### src/rtl/pbch_pkg.sv
// -----------------------------------------------------------------------------
// pbch_pkg
// Shared definitions for the PBCH resource-grid address generator:
//   - PBCH_ADDR_W    : default grid-memory address width
//   - PBCH_ADDR_IDLE : address driven while no sweep is active (all ones)
//   - PBCH_SYM_BASE  : default per-symbol base addresses, symbol 0 in the LSBs
//   - pbch_state_e   : sweep FSM state encoding
//   - sym_count()    : number of present symbols in a 4-bit symbol mask
// -----------------------------------------------------------------------------
package pbch_pkg;

  localparam int PBCH_ADDR_W = 10;

  localparam logic [PBCH_ADDR_W-1:0] PBCH_ADDR_IDLE = {PBCH_ADDR_W{1'b1}};

  // Symbol 0 base sits in bits [9:0], symbol 3 base in bits [39:30].
  localparam logic [4*PBCH_ADDR_W-1:0] PBCH_SYM_BASE =
    {10'd576, 10'd336, 10'd240, 10'd0};

  typedef enum logic [1:0] {
    ST_IDLE = 2'd0,
    ST_RUN  = 2'd1,
    ST_DONE = 2'd2
  } pbch_state_e;

  function automatic logic [2:0] sym_count(input logic [3:0] mask);
    return {2'b00, mask[0]} + {2'b00, mask[1]} + {2'b00, mask[2]} + {2'b00, mask[3]};
  endfunction

endpackage

### src/rtl/pbch_addr_gen_if.sv
// -----------------------------------------------------------------------------
// pbch_addr_gen_if
// Request / address-stream bundle of the PBCH address generator.
//   start, dmrs_shift, out_rdy         : requester/consumer -> generator
//   addr_r, out_vld_r, grp_size_r,
//   grp_last_r, sc_idx_r, is_dmrs_r,
//   busy_r, addr_done_r                : generator -> consumer
// modport master : the generator (drives the address stream)
// modport slave  : the requester / downstream consumer
// -----------------------------------------------------------------------------
interface pbch_addr_gen_if #(
  parameter int ADDR_W = pbch_pkg::PBCH_ADDR_W,
  parameter int SC_W   = 8
);

  logic              start;
  logic [1:0]        dmrs_shift;
  logic              out_rdy;
  logic [ADDR_W-1:0] addr_r;
  logic              out_vld_r;
  logic [2:0]        grp_size_r;
  logic              grp_last_r;
  logic [SC_W-1:0]   sc_idx_r;
  logic              is_dmrs_r;
  logic              busy_r;
  logic              addr_done_r;

  modport master (
    input  start, dmrs_shift, out_rdy,
    output addr_r, out_vld_r, grp_size_r, grp_last_r, sc_idx_r, is_dmrs_r,
           busy_r, addr_done_r
  );

  modport slave (
    output start, dmrs_shift, out_rdy,
    input  addr_r, out_vld_r, grp_size_r, grp_last_r, sc_idx_r, is_dmrs_r,
           busy_r, addr_done_r
  );

endinterface

### src/rtl/pbch_sym_mask.sv
// -----------------------------------------------------------------------------
// pbch_sym_mask
// Combinational symbol-presence lookup for one subcarrier k.
//   k         in  : subcarrier index
//   cur_sym   in  : symbol currently being output (for next_sym)
//   mask      out : bit s set when symbol s holds PBCH data at k
//   first_sym out : lowest present symbol at k
//   last_sym  out : highest present symbol at k
//   next_sym  out : lowest present symbol above cur_sym at k
// -----------------------------------------------------------------------------
module pbch_sym_mask #(
  parameter int N_SYM   = 3,
  parameter int MID_SYM = 1,
  parameter int EDGE_LO = 48,
  parameter int EDGE_HI = 192,
  parameter int SC_W    = 8
) (
  input  logic [SC_W-1:0] k,
  input  logic [1:0]      cur_sym,
  output logic [3:0]      mask,
  output logic [1:0]      first_sym,
  output logic [1:0]      last_sym,
  output logic [1:0]      next_sym
);

  // One extra bit so an edge equal to 2**SC_W still compares correctly.
  localparam logic [SC_W:0] LO_K = EDGE_LO[SC_W:0];
  localparam logic [SC_W:0] HI_K = EDGE_HI[SC_W:0];

  logic in_gap_s;

  always_comb begin
    in_gap_s = ({1'b0, k} >= LO_K) && ({1'b0, k} < HI_K);
  end

  // Presence mask: every stored symbol except the middle one inside the gap.
  always_comb begin
    mask = 4'b0000;
    for (int s = 0; s < 4; s++) begin
      mask[s] = (s < N_SYM) && !((s == MID_SYM) && in_gap_s);
    end
  end

  // Priority searches over the mask; a descending scan leaves the lowest hit.
  always_comb begin
    first_sym = 2'd0;
    last_sym  = 2'd0;
    next_sym  = 2'd0;
    for (int s = 3; s >= 0; s--) begin
      first_sym = mask[s] ? 2'(s) : first_sym;
      next_sym  = (mask[s] && (2'(s) > cur_sym)) ? 2'(s) : next_sym;
    end
    for (int s = 0; s < 4; s++) begin
      last_sym = mask[s] ? 2'(s) : last_sym;
    end
  end

endmodule

### src/rtl/pbch_addr_gen.sv
// -----------------------------------------------------------------------------
// pbch_addr_gen
// Sweeps the stored PBCH resource grid subcarrier-major (k outer, symbol
// inner), skipping the punctured centre of MID_SYM, and emits one grid-memory
// read address per valid/ready handshake together with averaging-group info.
//   clk, rst : clock, synchronous active-high reset
//   bus      : pbch_addr_gen_if.master (start/dmrs_shift/out_rdy in,
//              addr_r/out_vld_r/grp_size_r/grp_last_r/sc_idx_r/is_dmrs_r/
//              busy_r/addr_done_r out, all outputs registered)
// -----------------------------------------------------------------------------
module pbch_addr_gen
  import pbch_pkg::*;
#(
  parameter int N_SC    = 240,
  parameter int N_SYM   = 3,
  parameter int MID_SYM = 1,
  parameter int EDGE_LO = 48,
  parameter int EDGE_HI = 192,
  parameter int ADDR_W  = PBCH_ADDR_W,
  parameter logic [4*ADDR_W-1:0] SYM_BASE = PBCH_SYM_BASE
) (
  input  logic            clk,
  input  logic            rst,
  pbch_addr_gen_if.master bus
);

  localparam int SC_W    = $clog2(N_SC);
  localparam int N_SC_M1 = N_SC - 1;
  localparam int GAP     = EDGE_HI - EDGE_LO;

  localparam logic [SC_W-1:0]   K_LAST    = N_SC_M1[SC_W-1:0];
  localparam logic [SC_W-1:0]   K_ONE     = 1;
  localparam logic [SC_W:0]     EDGE_HI_K = EDGE_HI[SC_W:0];
  localparam logic [ADDR_W-1:0] GAP_A     = GAP[ADDR_W-1:0];
  localparam logic [1:0]        MID_S     = MID_SYM[1:0];
  localparam logic [2:0]        N_SYM_C   = N_SYM[2:0];
  localparam logic [ADDR_W-1:0] ADDR_IDLE = {ADDR_W{1'b1}};

  // Highest address any present entry can reach must stay below the idle code.
  function automatic bit cfg_ok();
    bit ok;
    int top;
    ok = 1'b1;
    if (N_SYM < 1 || N_SYM > 4) ok = 1'b0;
    if (MID_SYM < 0 || MID_SYM >= N_SYM) ok = 1'b0;
    if (EDGE_LO < 0 || EDGE_LO > EDGE_HI || EDGE_HI > N_SC) ok = 1'b0;
    if (N_SYM == 1 && EDGE_LO != EDGE_HI) ok = 1'b0;
    if (N_SC < 2 || SC_W > ADDR_W || ADDR_W > 30) ok = 1'b0;
    for (int s = 0; s < 4; s++) begin
      if (s < N_SYM) begin
        top = int'(SYM_BASE[s*ADDR_W +: ADDR_W]) + N_SC - 1 - ((s == MID_SYM) ? GAP : 0);
        if (top > (1 << ADDR_W) - 2) ok = 1'b0;
      end
    end
    return ok;
  endfunction

  localparam bit CFG_OK = cfg_ok();

  if (!CFG_OK) begin : g_cfg_err
    $error("pbch_addr_gen: parameter set is inconsistent or overflows ADDR_W");
  end

  // Entries of MID_SYM beyond the gap are packed down by the gap width.
  function automatic logic [ADDR_W-1:0] calc_addr(input logic [SC_W-1:0] k,
                                                  input logic [1:0]      s);
    logic [ADDR_W-1:0] base;
    logic [ADDR_W-1:0] adj;
    base = SYM_BASE[s*ADDR_W +: ADDR_W];
    adj  = ((s == MID_S) && ({1'b0, k} >= EDGE_HI_K)) ? GAP_A : '0;
    return base + ADDR_W'(k) - adj;
  endfunction

  pbch_state_e       state_q, state_d;
  logic [ADDR_W-1:0] addr_q, addr_d;
  logic              vld_q, vld_d;
  logic [2:0]        grp_size_q, grp_size_d;
  logic              grp_last_q, grp_last_d;
  logic [SC_W-1:0]   sc_idx_q, sc_idx_d;
  logic              is_dmrs_q, is_dmrs_d;
  logic              busy_q, busy_d;
  logic              done_q, done_d;
  logic [1:0]        sym_q, sym_d;
  logic [1:0]        shift_q, shift_d;

  logic [SC_W-1:0]   k_inc_s;
  logic [SC_W-1:0]   k_eval_s;
  logic [3:0]        mask_s;
  logic [1:0]        first_s, last_s, next_s;
  logic              take_s;

  // The single lookup serves the next entry: same k inside a group, k+1 after
  // the group's last entry, and k=0 while waiting for start.
  always_comb begin
    k_inc_s = sc_idx_q + K_ONE;
    take_s  = vld_q && bus.out_rdy;
    if (state_q == ST_RUN && !grp_last_q) begin
      k_eval_s = sc_idx_q;
    end else if (state_q == ST_RUN) begin
      k_eval_s = k_inc_s;
    end else begin
      k_eval_s = '0;
    end
  end

  pbch_sym_mask #(
    .N_SYM   (N_SYM),
    .MID_SYM (MID_SYM),
    .EDGE_LO (EDGE_LO),
    .EDGE_HI (EDGE_HI),
    .SC_W    (SC_W)
  ) u_sym_mask (
    .k         (k_eval_s),
    .cur_sym   (sym_q),
    .mask      (mask_s),
    .first_sym (first_s),
    .last_sym  (last_s),
    .next_sym  (next_s)
  );

  // Next-state and next-output logic; holding everything is the default.
  always_comb begin
    state_d    = state_q;
    addr_d     = addr_q;
    vld_d      = vld_q;
    grp_size_d = grp_size_q;
    grp_last_d = grp_last_q;
    sc_idx_d   = sc_idx_q;
    is_dmrs_d  = is_dmrs_q;
    busy_d     = busy_q;
    done_d     = 1'b0;
    sym_d      = sym_q;
    shift_d    = shift_q;
    case (state_q)
      ST_IDLE: begin
        vld_d      = 1'b0;
        addr_d     = ADDR_IDLE;
        grp_last_d = 1'b0;
        busy_d     = 1'b0;
        if (bus.start) begin
          state_d    = ST_RUN;
          shift_d    = bus.dmrs_shift;
          sc_idx_d   = '0;
          sym_d      = first_s;
          addr_d     = calc_addr('0, first_s);
          vld_d      = 1'b1;
          grp_size_d = sym_count(mask_s);
          grp_last_d = (first_s == last_s);
          is_dmrs_d  = (bus.dmrs_shift == 2'd0);
          busy_d     = 1'b1;
        end else begin
          state_d = ST_IDLE;
        end
      end
      ST_RUN: begin
        if (take_s && !grp_last_q) begin
          sym_d      = next_s;
          addr_d     = calc_addr(sc_idx_q, next_s);
          grp_last_d = (next_s == last_s);
        end else if (take_s && sc_idx_q != K_LAST) begin
          sc_idx_d   = k_inc_s;
          sym_d      = first_s;
          addr_d     = calc_addr(k_inc_s, first_s);
          grp_size_d = sym_count(mask_s);
          grp_last_d = (first_s == last_s);
          is_dmrs_d  = (k_inc_s[1:0] == shift_q);
        end else if (take_s) begin
          state_d    = ST_DONE;
          vld_d      = 1'b0;
          addr_d     = ADDR_IDLE;
          grp_last_d = 1'b0;
          busy_d     = 1'b0;
          done_d     = 1'b1;
        end else begin
          state_d = ST_RUN;
        end
      end
      ST_DONE: begin
        state_d    = ST_IDLE;
        vld_d      = 1'b0;
        addr_d     = ADDR_IDLE;
        grp_last_d = 1'b0;
        busy_d     = 1'b0;
      end
      default: begin
        state_d    = ST_IDLE;
        vld_d      = 1'b0;
        addr_d     = ADDR_IDLE;
        grp_last_d = 1'b0;
        busy_d     = 1'b0;
      end
    endcase
  end

  // State and output registers.
  always_ff @(posedge clk) begin
    if (rst) begin
      state_q    <= ST_IDLE;
      addr_q     <= ADDR_IDLE;
      vld_q      <= 1'b0;
      grp_size_q <= N_SYM_C;
      grp_last_q <= 1'b0;
      sc_idx_q   <= '0;
      is_dmrs_q  <= 1'b0;
      busy_q     <= 1'b0;
      done_q     <= 1'b0;
      sym_q      <= 2'd0;
      shift_q    <= 2'd0;
    end else begin
      state_q    <= state_d;
      addr_q     <= addr_d;
      vld_q      <= vld_d;
      grp_size_q <= grp_size_d;
      grp_last_q <= grp_last_d;
      sc_idx_q   <= sc_idx_d;
      is_dmrs_q  <= is_dmrs_d;
      busy_q     <= busy_d;
      done_q     <= done_d;
      sym_q      <= sym_d;
      shift_q    <= shift_d;
    end
  end

  assign bus.addr_r      = addr_q;
  assign bus.out_vld_r   = vld_q;
  assign bus.grp_size_r  = grp_size_q;
  assign bus.grp_last_r  = grp_last_q;
  assign bus.sc_idx_r    = sc_idx_q;
  assign bus.is_dmrs_r   = is_dmrs_q;
  assign bus.busy_r      = busy_q;
  assign bus.addr_done_r = done_q;

endmodule

### src/flat_wrapper.sv
// flat-port wrapper written by rule: the top's interface ports become plain ports
module pbch_addr_gen_flat import pbch_pkg::*;
#(
  parameter int N_SC    = 240,
  parameter int N_SYM   = 3,
  parameter int MID_SYM = 1,
  parameter int EDGE_LO = 48,
  parameter int EDGE_HI = 192,
  parameter int ADDR_W  = PBCH_ADDR_W,
  parameter logic [4*ADDR_W-1:0] SYM_BASE = PBCH_SYM_BASE
)
  (clk, rst, bus_start, bus_dmrs_shift, bus_out_rdy, bus_addr_r, bus_out_vld_r, bus_grp_size_r, bus_grp_last_r, bus_sc_idx_r, bus_is_dmrs_r, bus_busy_r, bus_addr_done_r);
  pbch_addr_gen_if #(.ADDR_W(ADDR_W), .SC_W(8)) bus_i ();
  input  logic clk;
  input  logic rst;
  input wire logic [$bits(bus_i.start)-1:0] bus_start;
  input wire logic [$bits(bus_i.dmrs_shift)-1:0] bus_dmrs_shift;
  input wire logic [$bits(bus_i.out_rdy)-1:0] bus_out_rdy;
  output wire logic [$bits(bus_i.addr_r)-1:0] bus_addr_r;
  output wire logic [$bits(bus_i.out_vld_r)-1:0] bus_out_vld_r;
  output wire logic [$bits(bus_i.grp_size_r)-1:0] bus_grp_size_r;
  output wire logic [$bits(bus_i.grp_last_r)-1:0] bus_grp_last_r;
  output wire logic [$bits(bus_i.sc_idx_r)-1:0] bus_sc_idx_r;
  output wire logic [$bits(bus_i.is_dmrs_r)-1:0] bus_is_dmrs_r;
  output wire logic [$bits(bus_i.busy_r)-1:0] bus_busy_r;
  output wire logic [$bits(bus_i.addr_done_r)-1:0] bus_addr_done_r;
  assign bus_i.start = bus_start;
  assign bus_i.dmrs_shift = bus_dmrs_shift;
  assign bus_i.out_rdy = bus_out_rdy;
  assign bus_addr_r = bus_i.addr_r;
  assign bus_out_vld_r = bus_i.out_vld_r;
  assign bus_grp_size_r = bus_i.grp_size_r;
  assign bus_grp_last_r = bus_i.grp_last_r;
  assign bus_sc_idx_r = bus_i.sc_idx_r;
  assign bus_is_dmrs_r = bus_i.is_dmrs_r;
  assign bus_busy_r = bus_i.busy_r;
  assign bus_addr_done_r = bus_i.addr_done_r;
  pbch_addr_gen #(.N_SC(N_SC), .N_SYM(N_SYM), .MID_SYM(MID_SYM), .EDGE_LO(EDGE_LO), .EDGE_HI(EDGE_HI), .ADDR_W(ADDR_W), .SYM_BASE(SYM_BASE)) u_core (.clk(clk), .rst(rst), .bus(bus_i));
endmodule
### config.mk
export PLATFORM = sky130hd
export DESIGN_NAME = pbch_addr_gen_flat
export DESIGN_NICKNAME = d
export VERILOG_FILES = /design/src/rtl/pbch_pkg.sv /design/src/rtl/pbch_addr_gen_if.sv /design/src/rtl/pbch_sym_mask.sv /design/src/rtl/pbch_addr_gen.sv /design/src/flat_wrapper.sv
export SDC_FILE = /design/constraint.sdc
export NUM_CORES = 1
export LEC_CHECK = 0
export CAP_MARGIN = 20
export CORE_MARGIN = 10
export CORE_UTILIZATION = 56
export CTS_BUF_LIST = sky130_fd_sc_hd__clkbuf_8
export DETAILED_ROUTE_END_ITERATION = 10
export PLACE_DENSITY = 0.83
export SYNTH_ARGS = -nofsm -noshare
export SYNTH_HDL_FRONTEND = slang
export SYNTH_SLANG_ARGS = --single-unit
### constraint.sdc
create_clock -name clk -period 4.6 [get_ports clk]
set_clock_uncertainty 0.15 [all_clocks]
set_input_delay 0.69 -clock clk [delete_from_list [all_inputs] [get_ports clk]]
set_output_delay 0.69 -clock clk [all_outputs]
set_load 0.02 [all_outputs]
==> results of run 1 <==
==> sequential cells by signal, summed over array words and instances (netlist names), 2 cells and up <==
name                 flops
u_core.sym_q             2
u_core.shift_q           2
u_core.bus.sc_idx_r      8
u_core.state_q           2
u_core.bus.addr_r       10
==> power by group through the flow <==
| stage | Combinational, mW | Clock, mW | Sequential, mW |
|---|---|---|---|
| global placement | 0.115 | 0 | 0.280 |
| global route | 0.128 | 0.210 | 0.276 |
| detailed placement | 0.116 | 0 | 0.280 |
| finish | 0.117 | 0.201 | 0.274 |
| floorplan | 0.0658 | 0 | 0.290 |
| CTS | 0.117 | 0.204 | 0.275 |
==> Yosys cell counts (2+ instances only) <==
cell type and instances:
sky130_fd_sc_hd__and2_1 3, sky130_fd_sc_hd__nand2_1 21, sky130_fd_sc_hd__nor2b_1 2, sky130_fd_sc_hd__clkbuf_1 4, sky130_fd_sc_hd__o21ai_0 14, sky130_fd_sc_hd__nand2b_1 6
sky130_fd_sc_hd__xor2_1 5, sky130_fd_sc_hd__inv_1 18, sky130_fd_sc_hd__conb_1 2, sky130_fd_sc_hd__a21oi_1 19, sky130_fd_sc_hd__xnor2_1 7, sky130_fd_sc_hd__a31oi_1 3
sky130_fd_sc_hd__ha_1 17, sky130_fd_sc_hd__nor4_1 2, sky130_fd_sc_hd__nor3_1 7, sky130_fd_sc_hd__o211ai_1 2, sky130_fd_sc_hd__a211oi_1 3, sky130_fd_sc_hd__buf_4 6
sky130_fd_sc_hd__o31a_1 2, sky130_fd_sc_hd__o22ai_1 7, sky130_fd_sc_hd__buf_2 7, sky130_fd_sc_hd__nand4_1 7, sky130_fd_sc_hd__nor2_1 23, sky130_fd_sc_hd__nand3_1 5
sky130_fd_sc_hd__a21o_1 7, sky130_fd_sc_hd__dfxtp_1 29, sky130_fd_sc_hd__mux2i_1 2
==> metal layers <==
metal | up-vias | track usage [%]
li1 | 922 | -
met1 | 856 | 19.03
met2 | 79 | 24.96
met3 | 8 | 4.730
met4 | 0 | 8.627
met5 | - | 0
==> layout make-up <==
cell class | instances | area (sq um) | area share, %
Clock buffer | 5 | 68.82 | 2.933
Clock inverter | 3 | 13.76 | 0.5867
Inverter | 19 | 73.82 | 3.147
Multi-Input combinational cell | 188 | 1254 | 53.44
Sequential cell | 29 | 580.6 | 24.75
Tap cell | 46 | 57.56 | 2.453
Timing Repair Buffer | 30 | 297.8 | 12.69
==> worst max path at each step <==
stage | startpoint | end | slack, ps | depth (start not counted)
5_1_grt | u_core.bus.sc_idx_r[0] | u_core.bus.addr_r[9] | 560 | 15
4_1_cts | u_core.bus.sc_idx_r[0] | u_core.bus.addr_r[9] | 830 | 15
2_1_floorplan | u_core.bus.sc_idx_r[1] | u_core.bus.addr_r[9] | 1050 | 15
3_3_place_gp | u_core.bus.sc_idx_r[0] | u_core.bus.addr_r[9] | 940 | 15
6_report | u_core.bus.sc_idx_r[0] | u_core.bus.addr_r[9] | 790 | 15
3_5_place_dp | u_core.bus.sc_idx_r[0] | u_core.bus.addr_r[9] | 830 | 15
==> kinds of logic after synthesis <==
family | share of synthesized area, %
flip-flops | 28.82
multiplexers | 1.553
other | 0.3728
XOR/XNOR | 5.217
AND/OR/NAND/NOR | 20.68
buffers and inverters | 8.943
AO/OA/AOI/OAI | 23.85
adder cells (fa/ha/maj) | 10.56
==> through the flow <==
| step | setup WS, ps | utilization [%] | instances | cell area, sq um |
|---|---|---|---|---|
| floorplan | 1045 | - | 254 | 2014 |
| global placement | 935.3 | 66.26 | 312 | 2263 |
| detailed placement | 831.0 | 66.26 | 312 | 2263 |
| CTS | 828.8 | 68.68 | 320 | 2346 |
| global route | 561.3 | 68.68 | 320 | 2346 |
| finish | 788.7 | 68.68 | 320 | 2346 |
==> worst register-to-register path: cells and delay by family, from the launching register on <==
family,cells,cell delay [ps]
flip-flops,1,500
buffers and inverters,2,90
multiplexers,1,320
AND/OR/NAND/NOR,2,310
adder cells (fa/ha/maj),3,900
AO/OA/AOI/OAI,7,1430
==> metrics.txt, run 1 <==
# TYPE chip_impl_metric gauge
chip_impl_info{name="status",value="finished clean"} 1
chip_impl_metric{name="clock_share_of_power",unit="%"} 33.9
chip_impl_metric{name="synth.cell_area",unit="sq um"} 2014
chip_impl_metric{name="synth_cells",unit=""} 254
chip_impl_metric{name="met2_wirelength",unit="microns"} 2313
chip_impl_info{name="cp_cell_sequence",value="ha_1 -> nand4_1 -> mux2_2 -> o2111ai_1 -> o22ai_2 -> a21o_1 -> ha_1 -> inv_1 -> ha_1 -> inv_1 -> o31a_1 -> o211ai_1 -> nand2_1 -> a2bb2oi_1 -> o211a_1"} 1
chip_impl_metric{name="effective_utilization_at_floorplan",unit="%"} 58.97
chip_impl_metric{name="std_cell_rows",unit=""} 21
chip_impl_metric{name="ctsResizeCount",unit=""} 0
chip_impl_metric{name="initial_drt_markers",unit=""} 142
chip_impl_metric{name="post_cts.repair.setup_buffers",unit=""} 0
chip_impl_metric{name="p_comb_share",unit="%"} 19.7
chip_impl_info{name="timing.setup.critical_path_class",value="flop to flop"} 1
chip_impl_metric{name="post-route-period-util",unit="%"} 82.85
chip_impl_metric{name="via_count_of_the_first_global_routing_pass",unit=""} 1750
chip_impl_metric{name="grt_overflow_total",unit=""} 0
chip_impl_metric{name="syn-num-nets",unit=""} 277
chip_impl_metric{name="fp.dieArea",unit="sq um"} 6396
chip_impl_metric{name="regToRegSetupSlack",unit="ps"} 790
chip_impl_metric{name="worstMarginPinSlew",unit="ps"} 810.9
chip_impl_metric{name="layout-drive-gt1-share",unit="%"} 6.934
chip_impl_metric{name="cap_violations",unit=""} 0
chip_impl_metric{name="postSynthAreaPerCell",unit="sq um"} 7.931
chip_impl_metric{name="num-fill-cells",unit=""} 301
chip_impl_metric{name="pin_count",unit=""} 32
chip_impl_metric{name="power-per-cell-area",unit="nW/um^2"} 252.3
chip_impl_metric{name="critical_path.max_stage_delay",unit="ps"} 500
chip_impl_metric{name="nNetsFinal",unit=""} 296
chip_impl_info{name="r2r_end",value="u_core.bus.addr_r[9]"} 1
chip_impl_metric{name="htree_num_levels",unit=""} 2
chip_impl_info{name="netlist.top_cell.by_area",value="sky130_fd_sc_hd__dfxtp_1"} 1
chip_impl_metric{name="timing.fmax",unit="GHz"} 0.2624
chip_impl_metric{name="final.setup.tns",unit="ps"} 0
chip_impl_metric{name="synth.ff_latch_count",unit=""} 29
chip_impl_info{name="reg2reg_from",value="u_core.bus.sc_idx_r[0]"} 1
chip_impl_metric{name="synthesis.yosys.warnings",unit=""} 0
chip_impl_metric{name="dr.pass1.iters",unit=""} 4
chip_impl_metric{name="worst-endpoint-arrival",unit="ps"} 3830
chip_impl_metric{name="share_seq_of_total_power",unit="%"} 46.3
chip_impl_metric{name="detail_route.drc_violations",unit=""} 0
chip_impl_metric{name="finalWeightedCongestion",unit=""} 0.9531
chip_impl_info{name="cp-end-kind",value="flop"} 1
chip_impl_metric{name="clkSinkCount",unit=""} 29
chip_impl_info{name="final_cell_mix",value="sky130_fd_sc_hd__clkdlybuf4s50_1 (29), sky130_fd_sc_hd__dfxtp_1 (29), sky130_fd_sc_hd__nor2_1 (23)"} 1
chip_impl_metric{name="wirelength",unit="microns"} 4987
chip_impl_metric{name="vdd_ir_drop_max",unit="V"} 0.0002057
chip_impl_info{name="hold_start",value="u_core.bus.grp_size_r[0]"} 1
chip_impl_info{name="crit_slowest_cell",value="sky130_fd_sc_hd__dfxtp_1"} 1
chip_impl_metric{name="dr_total_vias",unit=""} 1865
chip_impl_metric{name="synthToLayoutAreaGrowth",unit="%"} 16.46
chip_impl_metric{name="netsw",unit="mW"} 0.1768
chip_impl_metric{name="detail_route.wirelength.met1",unit="microns"} 2103
chip_impl_metric{name="postRouteAntennaNets",unit=""} 0
chip_impl_metric{name="synth-edff-count",unit=""} 0
chip_impl_metric{name="cp.buffers_inverters",unit=""} 2
chip_impl_info{name="crit_path_frequent_cell",value="sky130_fd_sc_hd__ha_1"} 1
chip_impl_metric{name="finalPower",unit="mW"} 0.5920
chip_impl_metric{name="maxSlewHeadroom",unit="%"} 45.77
chip_impl_metric{name="detail_route.vias_per_cell",unit=""} 5.828
chip_impl_metric{name="required_time_of_the_critical_path",unit="ps"} 4620
chip_impl_metric{name="synth_seq_area_share",unit="%"} 28.82
chip_impl_metric{name="grt_first_pass_wirelength",unit="microns"} 8224
chip_impl_metric{name="total_leakage_power",unit="nW"} 0.9673
chip_impl_metric{name="synthDistinctLibCells",unit=""} 51
chip_impl_info{name="worst_hold_path.endpoint",value="u_core.bus.grp_size_r[0]"} 1
chip_impl_metric{name="antenna_cells_inserted",unit=""} 0
chip_impl_metric{name="port-buffer-count",unit=""} 29
chip_impl_metric{name="cts_max_path_buffers",unit=""} 2
chip_impl_metric{name="cts_buffers",unit=""} 5
chip_impl_metric{name="met3RoutedLength",unit="microns"} 481
chip_impl_metric{name="gr-usage-all-layers",unit="%"} 15.94
chip_impl_metric{name="grt_antenna_before_repair",unit=""} 0
chip_impl_metric{name="core_area",unit="sq um"} 3416
chip_impl_metric{name="netSwitchingFraction",unit="%"} 29.86
chip_impl_metric{name="wire_per_inst",unit="microns"} 15.58
chip_impl_metric{name="p_int",unit="mW"} 0.4152
chip_impl_metric{name="final_max_slew_viol_count",unit=""} 0
chip_impl_info{name="dominantRegCellSynth",value="sky130_fd_sc_hd__dfxtp_1"} 1
chip_impl_info{name="synth_top_cells_by_area",value="sky130_fd_sc_hd__dfxtp_1 (29%), sky130_fd_sc_hd__ha_1 (11%), sky130_fd_sc_hd__a21oi_1 (4.7%), sky130_fd_sc_hd__nor2_1 (4.3%), sky130_fd_sc_hd__nand2_1 (3.9%)"} 1
chip_impl_metric{name="dieHeight",unit="microns"} 79.98
chip_impl_metric{name="chipWidth",unit="microns"} 79.98
chip_impl_info{name="timing.critical_path.from_type",value="flop"} 1
chip_impl_metric{name="clock_slew_at_the_register_clock_pins_of_the_worst_setup_and_hold_paths",unit="ps"} 60
chip_impl_metric{name="insertion_delay_to_the_later_sink_of_the_worst_skew_pair",unit="ps"} 280
chip_impl_metric{name="report.final.setup_viol",unit=""} 0
chip_impl_info{name="cts_tree",value="done"} 1
chip_impl_metric{name="detailed_place_hpwl",unit="microns"} 3621
chip_impl_metric{name="hold_violations",unit=""} 0
chip_impl_metric{name="layout_min_cycle_time",unit="ps"} 3811
chip_impl_metric{name="postCtsHoldBufs",unit=""} 0
chip_impl_info{name="timing.hold.worst.class",value="flop to flop"} 1
chip_impl_metric{name="r2r.worst_path.cells",unit=""} 15
chip_impl_metric{name="grt_max_degree",unit=""} 22
chip_impl_info{name="cts_root_buffer",value="sky130_fd_sc_hd__clkbuf_8"} 1
chip_impl_metric{name="min_delay_path_depth",unit=""} 2
chip_impl_info{name="dr.max_layer_used",value="met4"} 1
chip_impl_metric{name="synth-async-reset-ratio",unit="%"} 0
chip_impl_info{name="unrepaired_setup_endpoints_after_global_routing",value="no"} 1
chip_impl_info{name="critPathTopFamily",value="compound AO/OA/AOI/OAI gates"} 1
chip_impl_metric{name="worst_hold_slack",unit="ps"} 325.2
chip_impl_metric{name="synth_top_cell_area_share",unit="%"} 28.82
chip_impl_metric{name="critical_path.max_fanout",unit=""} 9
Power figures use the tool's default switching activity.
==> run 2: changes to the inputs <==
CORE_UTILIZATION = 50   (was 56)
PLACE_DENSITY = 0.78   (was 0.83)
clock period = 3.4 ns   (was 4.6 ns; I/O delays follow)
==> run 2 against run 1 <==
The flow now finishes with violations (negative setup slack). First-iteration DRC count shrank 18%. Cell count up 7.8%. Utilization fell by 1.6 points. Hold slack gained 3.0 ps. Largest cell class unchanged. Worst setup slack got worse by 790 ps. Count of clock-buffer cells in the layout up 1. Sequential share of layout area shrank 2.2 points. Via count increased by 6.6%. Global-route usage is 0.31 points lower. Sequential power is 34% higher.
==> metrics.txt, run 2 (synthesis results as in run 1) <==
# TYPE chip_impl_metric gauge
chip_impl_info{name="status",value="finished, violations left"} 1
chip_impl_info{name="violations",value="negative setup slack"} 1
chip_impl_metric{name="num-fill-cells",unit=""} 310
chip_impl_info{name="unrepaired_setup_endpoints_after_global_routing",value="yes"} 1
chip_impl_metric{name="htree_num_levels",unit=""} 2
chip_impl_metric{name="critical_path.max_stage_delay",unit="ps"} 400
chip_impl_metric{name="power-per-cell-area",unit="nW/um^2"} 319.1
chip_impl_metric{name="gr-usage-all-layers",unit="%"} 15.63
chip_impl_metric{name="finalWeightedCongestion",unit=""} 0.9410
chip_impl_metric{name="antenna_cells_inserted",unit=""} 0
chip_impl_metric{name="worst-endpoint-arrival",unit="ps"} 3440
chip_impl_metric{name="vdd_ir_drop_max",unit="V"} 0.0002184
chip_impl_metric{name="dieHeight",unit="microns"} 83.48
chip_impl_metric{name="layout-drive-gt1-share",unit="%"} 18.98
chip_impl_metric{name="final_max_slew_viol_count",unit=""} 0
chip_impl_metric{name="final.setup.tns",unit="ps"} -4.648
chip_impl_metric{name="pin_count",unit=""} 32
chip_impl_metric{name="std_cell_rows",unit=""} 23
chip_impl_metric{name="detail_route.drc_violations",unit=""} 0
chip_impl_metric{name="hold_violations",unit=""} 0
chip_impl_metric{name="chipWidth",unit="microns"} 83.48
chip_impl_metric{name="finalPower",unit="mW"} 0.8443
chip_impl_metric{name="fp.dieArea",unit="sq um"} 6968
chip_impl_metric{name="grt_antenna_before_repair",unit=""} 0
chip_impl_metric{name="dr.pass1.iters",unit=""} 4
chip_impl_metric{name="timing.fmax",unit="GHz"} 0.2937
chip_impl_metric{name="insertion_delay_to_the_later_sink_of_the_worst_skew_pair",unit="ps"} 290
chip_impl_metric{name="wire_per_inst",unit="microns"} 16.84
chip_impl_metric{name="nNetsFinal",unit=""} 317
chip_impl_metric{name="grt_overflow_total",unit=""} 0
chip_impl_metric{name="initial_drt_markers",unit=""} 116
chip_impl_metric{name="wirelength",unit="microns"} 5811
chip_impl_metric{name="postCtsHoldBufs",unit=""} 0
chip_impl_metric{name="flip_flop_count_of_the_largest_register_after_layout",unit=""} 10
chip_impl_metric{name="layout_min_cycle_time",unit="ps"} 3405
chip_impl_metric{name="report.final.setup_viol",unit=""} 1
chip_impl_info{name="cts_root_buffer",value="sky130_fd_sc_hd__clkbuf_8"} 1
chip_impl_metric{name="clock_slew_at_the_register_clock_pins_of_the_worst_setup_and_hold_paths",unit="ps"} 70
chip_impl_metric{name="fin_ws",unit="ps"} -4.648
chip_impl_metric{name="critical_path.max_fanout",unit=""} 4
chip_impl_metric{name="detail_route.vias_per_cell",unit=""} 5.762
chip_impl_metric{name="post_dp_cell_area",unit="sq um"} 2410
chip_impl_info{name="crit_slowest_cell",value="sky130_fd_sc_hd__or3_4"} 1
chip_impl_metric{name="core_area",unit="sq um"} 3943
chip_impl_info{name="cp_cell_sequence",value="ha_4 -> nand3_4 -> or3_4 -> a31oi_4 -> o22ai_2 -> a21o_1 -> ha_1 -> inv_2 -> ha_4 -> inv_2 -> o31a_1 -> o211ai_1 -> nand2_1 -> a2bb2oi_2 -> o211a_1"} 1
chip_impl_metric{name="grt_first_pass_wirelength",unit="microns"} 9114
chip_impl_metric{name="multi_input_comb_area",unit="sq um"} 1368
chip_impl_info{name="timing.setup.critical_path_class",value="flop to flop"} 1
chip_impl_metric{name="regArea",unit="sq um"} 596.8
chip_impl_metric{name="total_leakage_power",unit="nW"} 1.088
chip_impl_info{name="final_cell_mix",value="sky130_fd_sc_hd__clkdlybuf4s50_1 (29), sky130_fd_sc_hd__nor2_1 (23), sky130_fd_sc_hd__buf_4 (22), sky130_fd_sc_hd__dfxtp_1 (22), sky130_fd_sc_hd__nand2_1 (21)"} 1
chip_impl_info{name="timing.hold.worst.class",value="flop to flop"} 1
chip_impl_metric{name="finished_layout_cell_area",unit="sq um"} 2646
chip_impl_metric{name="cp.buffers_inverters",unit=""} 2
chip_impl_metric{name="maxSlewHeadroom",unit="%"} 53.96
chip_impl_metric{name="grt_max_degree",unit=""} 22
chip_impl_info{name="layout.cells.most_common",value="sky130_fd_sc_hd__clkdlybuf4s50_1"} 1
chip_impl_info{name="cts_tree",value="done"} 1
chip_impl_metric{name="dr_total_vias",unit=""} 1988
chip_impl_metric{name="worstMarginPinSlew",unit="ps"} 690.6
chip_impl_metric{name="synthToLayoutAreaGrowth",unit="%"} 31.37
chip_impl_info{name="cp-end-kind",value="flop"} 1
chip_impl_metric{name="via_count_of_the_first_global_routing_pass",unit=""} 1881
chip_impl_metric{name="cap_violations",unit=""} 0
chip_impl_info{name="timing.critical_path.from_type",value="flop"} 1
chip_impl_metric{name="cts_max_path_buffers",unit=""} 2
chip_impl_metric{name="port-buffer-count",unit=""} 29
chip_impl_metric{name="clkSinkCount",unit=""} 29
chip_impl_metric{name="cts_buffers",unit=""} 5
chip_impl_metric{name="post-route-period-util",unit="%"} 100.1
chip_impl_metric{name="required_time_of_the_critical_path",unit="ps"} 3430
chip_impl_metric{name="detailed_place_hpwl",unit="microns"} 4014
chip_impl_info{name="critPathTopFamily",value="compound AO/OA/AOI/OAI gates"} 1
chip_impl_metric{name="postRouteAntennaNets",unit=""} 0
chip_impl_metric{name="effective_utilization_at_floorplan",unit="%"} 51.09
## run 2: what timing repair did
action / in CTS / in global routing
hold endpoints to repair: 0 / 0
gates cloned: 0 / 0
resized for setup: 2 / 23
endpoints found under the setup margin: 1 / 4
pin swaps: 5 / 17
buffers inserted: 0 / 3
## run 2: per-layer routing
| layer | vias to the layer above | part of all wire, % | GRT usage (%) |
|---|---|---|---|
| met5 | - | 0 | 0 |
| met4 | 0 | 3.2 | 5.784 |
| met3 | 20 | 6.5 | 5.176 |
| met2 | 71 | 48 | 26.40 |
| met1 | 926 | 43 | 17.82 |
| li1 | 971 | - | - |
## run 2: stage by stage
stage	utilization, %	hold WS (ps)	instances	setup slack (ps)
after detailed placement	61.12	310.2	334	-67.15
final	67.12	328.2	345	-4.648
after floorplan	-	299.9	254	1.522
after CTS	63.69	331.5	342	3.697
after global placement	61.12	308.6	334	70.60
after global routing	67.12	348.7	345	-71.02
## run 2: final timing paths
kind / from / to / slack, ps / depth (start not counted)
worst max-delay path: u_core.bus.sc_idx_r[2] / u_core.bus.addr_r[9] / -5 / 15
worst min register to register: u_core.bus.grp_size_r[0] / u_core.bus.grp_size_r[0] / 330 / 2
worst max register to register: u_core.bus.sc_idx_r[2] / u_core.bus.addr_r[9] / -5 / 15
worst min-delay path: u_core.bus.grp_size_r[0] / u_core.bus.grp_size_r[0] / 330 / 2
## run 2: where the power goes
group          total [mW]  internal [mW]  leakage (nW)  switching [mW]
registers           0.367          0.356         0.242          0.0114
logic               0.180         0.0782         0.792           0.102
clock network       0.297          0.159        0.0538           0.139
total               0.844          0.593          1.09           0.252
## run 2: worst reg2reg max path: cells and delay by family (launching register included)
family	cells	cell delay, ps
fa+ha+maj	3	710
compound gates	7	1360
flops	1	380
buf+inv	2	80
simple gates	3	620
## run 2: layout make-up
type                    instances  area share (%)
clock buffers                   6           3.121
well taps                      50           2.364
repair buffers                 51           17.21
multi-input cells             188           51.68
inverters                      19           2.790
flip-flops and latches         29           22.55
clock inverters                 2          0.2837
==> run 3: changes to the inputs <==
MAX_ROUTING_LAYER = met4   (was not set)
==> run 3 against run 2 <==
The flow still finishes with violations (negative setup slack). Count of clock-buffer cells in the layout unchanged. Largest power group unchanged. Die area unchanged. Worst setup slack gained 2.7 ps. Highest routed layer unchanged. Critical endpoint unchanged. Final area did not move. Critical path depth unchanged. Largest cell class unchanged.
==> metrics.txt, run 3 (synthesis results as in run 1) <==
# TYPE chip_impl_metric gauge
chip_impl_info{name="status",value="finished, violations left"} 1
chip_impl_info{name="violations",value="negative setup slack"} 1
chip_impl_metric{name="total_leakage_power",unit="nW"} 1.088
chip_impl_metric{name="std_cell_rows",unit=""} 23
chip_impl_metric{name="clkSinkCount",unit=""} 29
chip_impl_metric{name="initial_drt_markers",unit=""} 124
chip_impl_metric{name="finished_layout_cell_area",unit="sq um"} 2646
chip_impl_metric{name="wirelength",unit="microns"} 5822
chip_impl_metric{name="critical_path.max_stage_delay",unit="ps"} 400
chip_impl_metric{name="critical_path.max_fanout",unit=""} 4
chip_impl_metric{name="detailed_place_hpwl",unit="microns"} 4014
chip_impl_metric{name="cts_buffers",unit=""} 5
chip_impl_info{name="final_cell_mix",value="sky130_fd_sc_hd__clkdlybuf4s50_1 (29), sky130_fd_sc_hd__nor2_1 (23), sky130_fd_sc_hd__buf_4 (22), sky130_fd_sc_hd__dfxtp_1 (22), sky130_fd_sc_hd__nand2_1 (21)"} 1
chip_impl_metric{name="layout_min_cycle_time",unit="ps"} 3402
chip_impl_metric{name="fp.dieArea",unit="sq um"} 6968
chip_impl_metric{name="flip_flop_count_of_the_largest_register_after_layout",unit=""} 10
chip_impl_info{name="timing.hold.worst.class",value="flop to flop"} 1
chip_impl_metric{name="grt_antenna_before_repair",unit=""} 0
chip_impl_info{name="cts_tree",value="done"} 1
chip_impl_metric{name="postCtsHoldBufs",unit=""} 0
chip_impl_metric{name="clock_slew_at_the_register_clock_pins_of_the_worst_setup_and_hold_paths",unit="ps"} 60
chip_impl_metric{name="num-fill-cells",unit=""} 310
chip_impl_metric{name="post-route-period-util",unit="%"} 100.1
chip_impl_metric{name="layout-drive-gt1-share",unit="%"} 18.98
chip_impl_metric{name="timing.fmax",unit="GHz"} 0.2940
chip_impl_metric{name="htree_num_levels",unit=""} 2
chip_impl_metric{name="gr-usage-all-layers",unit="%"} 16.07
chip_impl_metric{name="finalWeightedCongestion",unit=""} 0.9578
chip_impl_metric{name="nNetsFinal",unit=""} 317
chip_impl_metric{name="final_max_slew_viol_count",unit=""} 0
chip_impl_metric{name="detail_route.vias_per_cell",unit=""} 5.757
chip_impl_metric{name="port-buffer-count",unit=""} 29
chip_impl_metric{name="postRouteAntennaNets",unit=""} 0
chip_impl_metric{name="dr.pass1.iters",unit=""} 5
chip_impl_metric{name="vdd_ir_drop_max",unit="V"} 0.0002195
chip_impl_info{name="layout.cells.most_common",value="sky130_fd_sc_hd__clkdlybuf4s50_1"} 1
chip_impl_metric{name="grt_overflow_total",unit=""} 0
chip_impl_metric{name="fin_ws",unit="ps"} -1.917
chip_impl_metric{name="core_area",unit="sq um"} 3943
chip_impl_info{name="timing.setup.critical_path_class",value="flop to flop"} 1
chip_impl_metric{name="synthToLayoutAreaGrowth",unit="%"} 31.37
chip_impl_metric{name="cp.buffers_inverters",unit=""} 2
chip_impl_metric{name="power-per-cell-area",unit="nW/um^2"} 319.7
chip_impl_metric{name="effective_utilization_at_floorplan",unit="%"} 51.09
chip_impl_info{name="cp_cell_sequence",value="ha_4 -> nand3_4 -> or3_4 -> a31oi_4 -> o22ai_2 -> a21o_1 -> ha_1 -> inv_2 -> ha_4 -> inv_2 -> o31a_1 -> o211ai_1 -> nand2_1 -> a2bb2oi_2 -> o211a_1"} 1
chip_impl_info{name="unrepaired_setup_endpoints_after_global_routing",value="yes"} 1
chip_impl_metric{name="insertion_delay_to_the_later_sink_of_the_worst_skew_pair",unit="ps"} 290
chip_impl_metric{name="report.final.setup_viol",unit=""} 1
chip_impl_info{name="timing.critical_path.from_type",value="flop"} 1
chip_impl_metric{name="detail_route.drc_violations",unit=""} 0
chip_impl_metric{name="maxSlewHeadroom",unit="%"} 53.06
chip_impl_metric{name="required_time_of_the_critical_path",unit="ps"} 3430
chip_impl_metric{name="dieHeight",unit="microns"} 83.48
chip_impl_metric{name="grt_max_degree",unit=""} 22
chip_impl_metric{name="antenna_cells_inserted",unit=""} 0
chip_impl_info{name="crit_slowest_cell",value="sky130_fd_sc_hd__or3_4"} 1
chip_impl_info{name="cp-end-kind",value="flop"} 1
chip_impl_metric{name="finalPower",unit="mW"} 0.8459
chip_impl_metric{name="worst-endpoint-arrival",unit="ps"} 3440
chip_impl_metric{name="chipWidth",unit="microns"} 83.48
chip_impl_metric{name="hold_violations",unit=""} 0
chip_impl_metric{name="post_dp_cell_area",unit="sq um"} 2410
chip_impl_metric{name="worstMarginPinSlew",unit="ps"} 704.1
chip_impl_metric{name="pin_count",unit=""} 32
chip_impl_metric{name="grt_first_pass_wirelength",unit="microns"} 9121
chip_impl_metric{name="cap_violations",unit=""} 0
chip_impl_info{name="cts_root_buffer",value="sky130_fd_sc_hd__clkbuf_8"} 1
chip_impl_info{name="critPathTopFamily",value="compound AO/OA/AOI/OAI gates"} 1
chip_impl_metric{name="wire_per_inst",unit="microns"} 16.88
chip_impl_metric{name="via_count_of_the_first_global_routing_pass",unit=""} 1881
chip_impl_metric{name="dr_total_vias",unit=""} 1986
chip_impl_metric{name="cts_max_path_buffers",unit=""} 2
[run 3: cell counts in the layout (fill, tap and decap cells not counted)]
No cell type changed its count.
[run 3: layer usage]
layer	GRT usage, %	wire length (microns)	up-vias
met5	-	0	-
met4	5.784	195	0
met3	3.809	293	22
met2	26.40	2758	67
met1	18.66	2575	928
li1	-	-	969
[run 3: layout make-up]
| type | instances | area (sq um) | share of cell area, % |
|---|---|---|---|
| clock inverters | 2 | 7.507 | 0.2837 |
| flip-flops and latches | 29 | 596.8 | 22.55 |
| repair buffers | 51 | 455.4 | 17.21 |
| multi-input cells | 188 | 1368 | 51.68 |
| well taps | 50 | 62.56 | 2.364 |
| inverters | 19 | 73.82 | 2.790 |
| clock buffers | 6 | 82.58 | 3.121 |
[run 3: final timing paths]
path         depth (start not counted)                startpoint  slack (ps)                       end
max reg2reg                         15    u_core.bus.sc_idx_r[2]          -2      u_core.bus.addr_r[9]
max                                 15    u_core.bus.sc_idx_r[2]          -2      u_core.bus.addr_r[9]
min                                  2  u_core.bus.grp_size_r[0]         330  u_core.bus.grp_size_r[0]
min reg2reg                          2  u_core.bus.grp_size_r[0]         330  u_core.bus.grp_size_r[0]
[run 3: timing repair]
action | in CTS | in global routing
setup endpoints to repair | 1 | 4
gates resized for setup | 2 | 23
pin swaps | 5 | 17
buffers inserted | 0 | 3
[run 3: where the power goes]
| part | switching, mW | internal [mW] | total, mW |
|---|---|---|---|
| Clock | 0.140 | 0.159 | 0.299 |
| Combinational | 0.102 | 0.0782 | 0.180 |
| Sequential | 0.0113 | 0.356 | 0.367 |
[run 3: stage by stage]
step | util [%] | hold WS [ps] | instances | setup slack [ps] | TNS (ps)
finish | 67.12 | 328.8 | 345 | -1.917 | -1.917
CTS | 63.69 | 331.5 | 342 | 3.697 | 0
global route | 67.12 | 348.7 | 345 | -71.01 | -79.65
floorplan | - | 299.9 | 254 | 1.522 | 0
detailed placement | 61.12 | 310.2 | 334 | -67.15 | -67.15
global placement | 61.12 | 308.6 | 334 | 70.60 | 0
[run 3: tightest hold or removal path, delay by kind of cell (launching register included)]
family           cells  cell delay [ps]
flip-flops           1              330
AO/OA/AOI/OAI        1               60
AND/OR/NAND/NOR      1               60
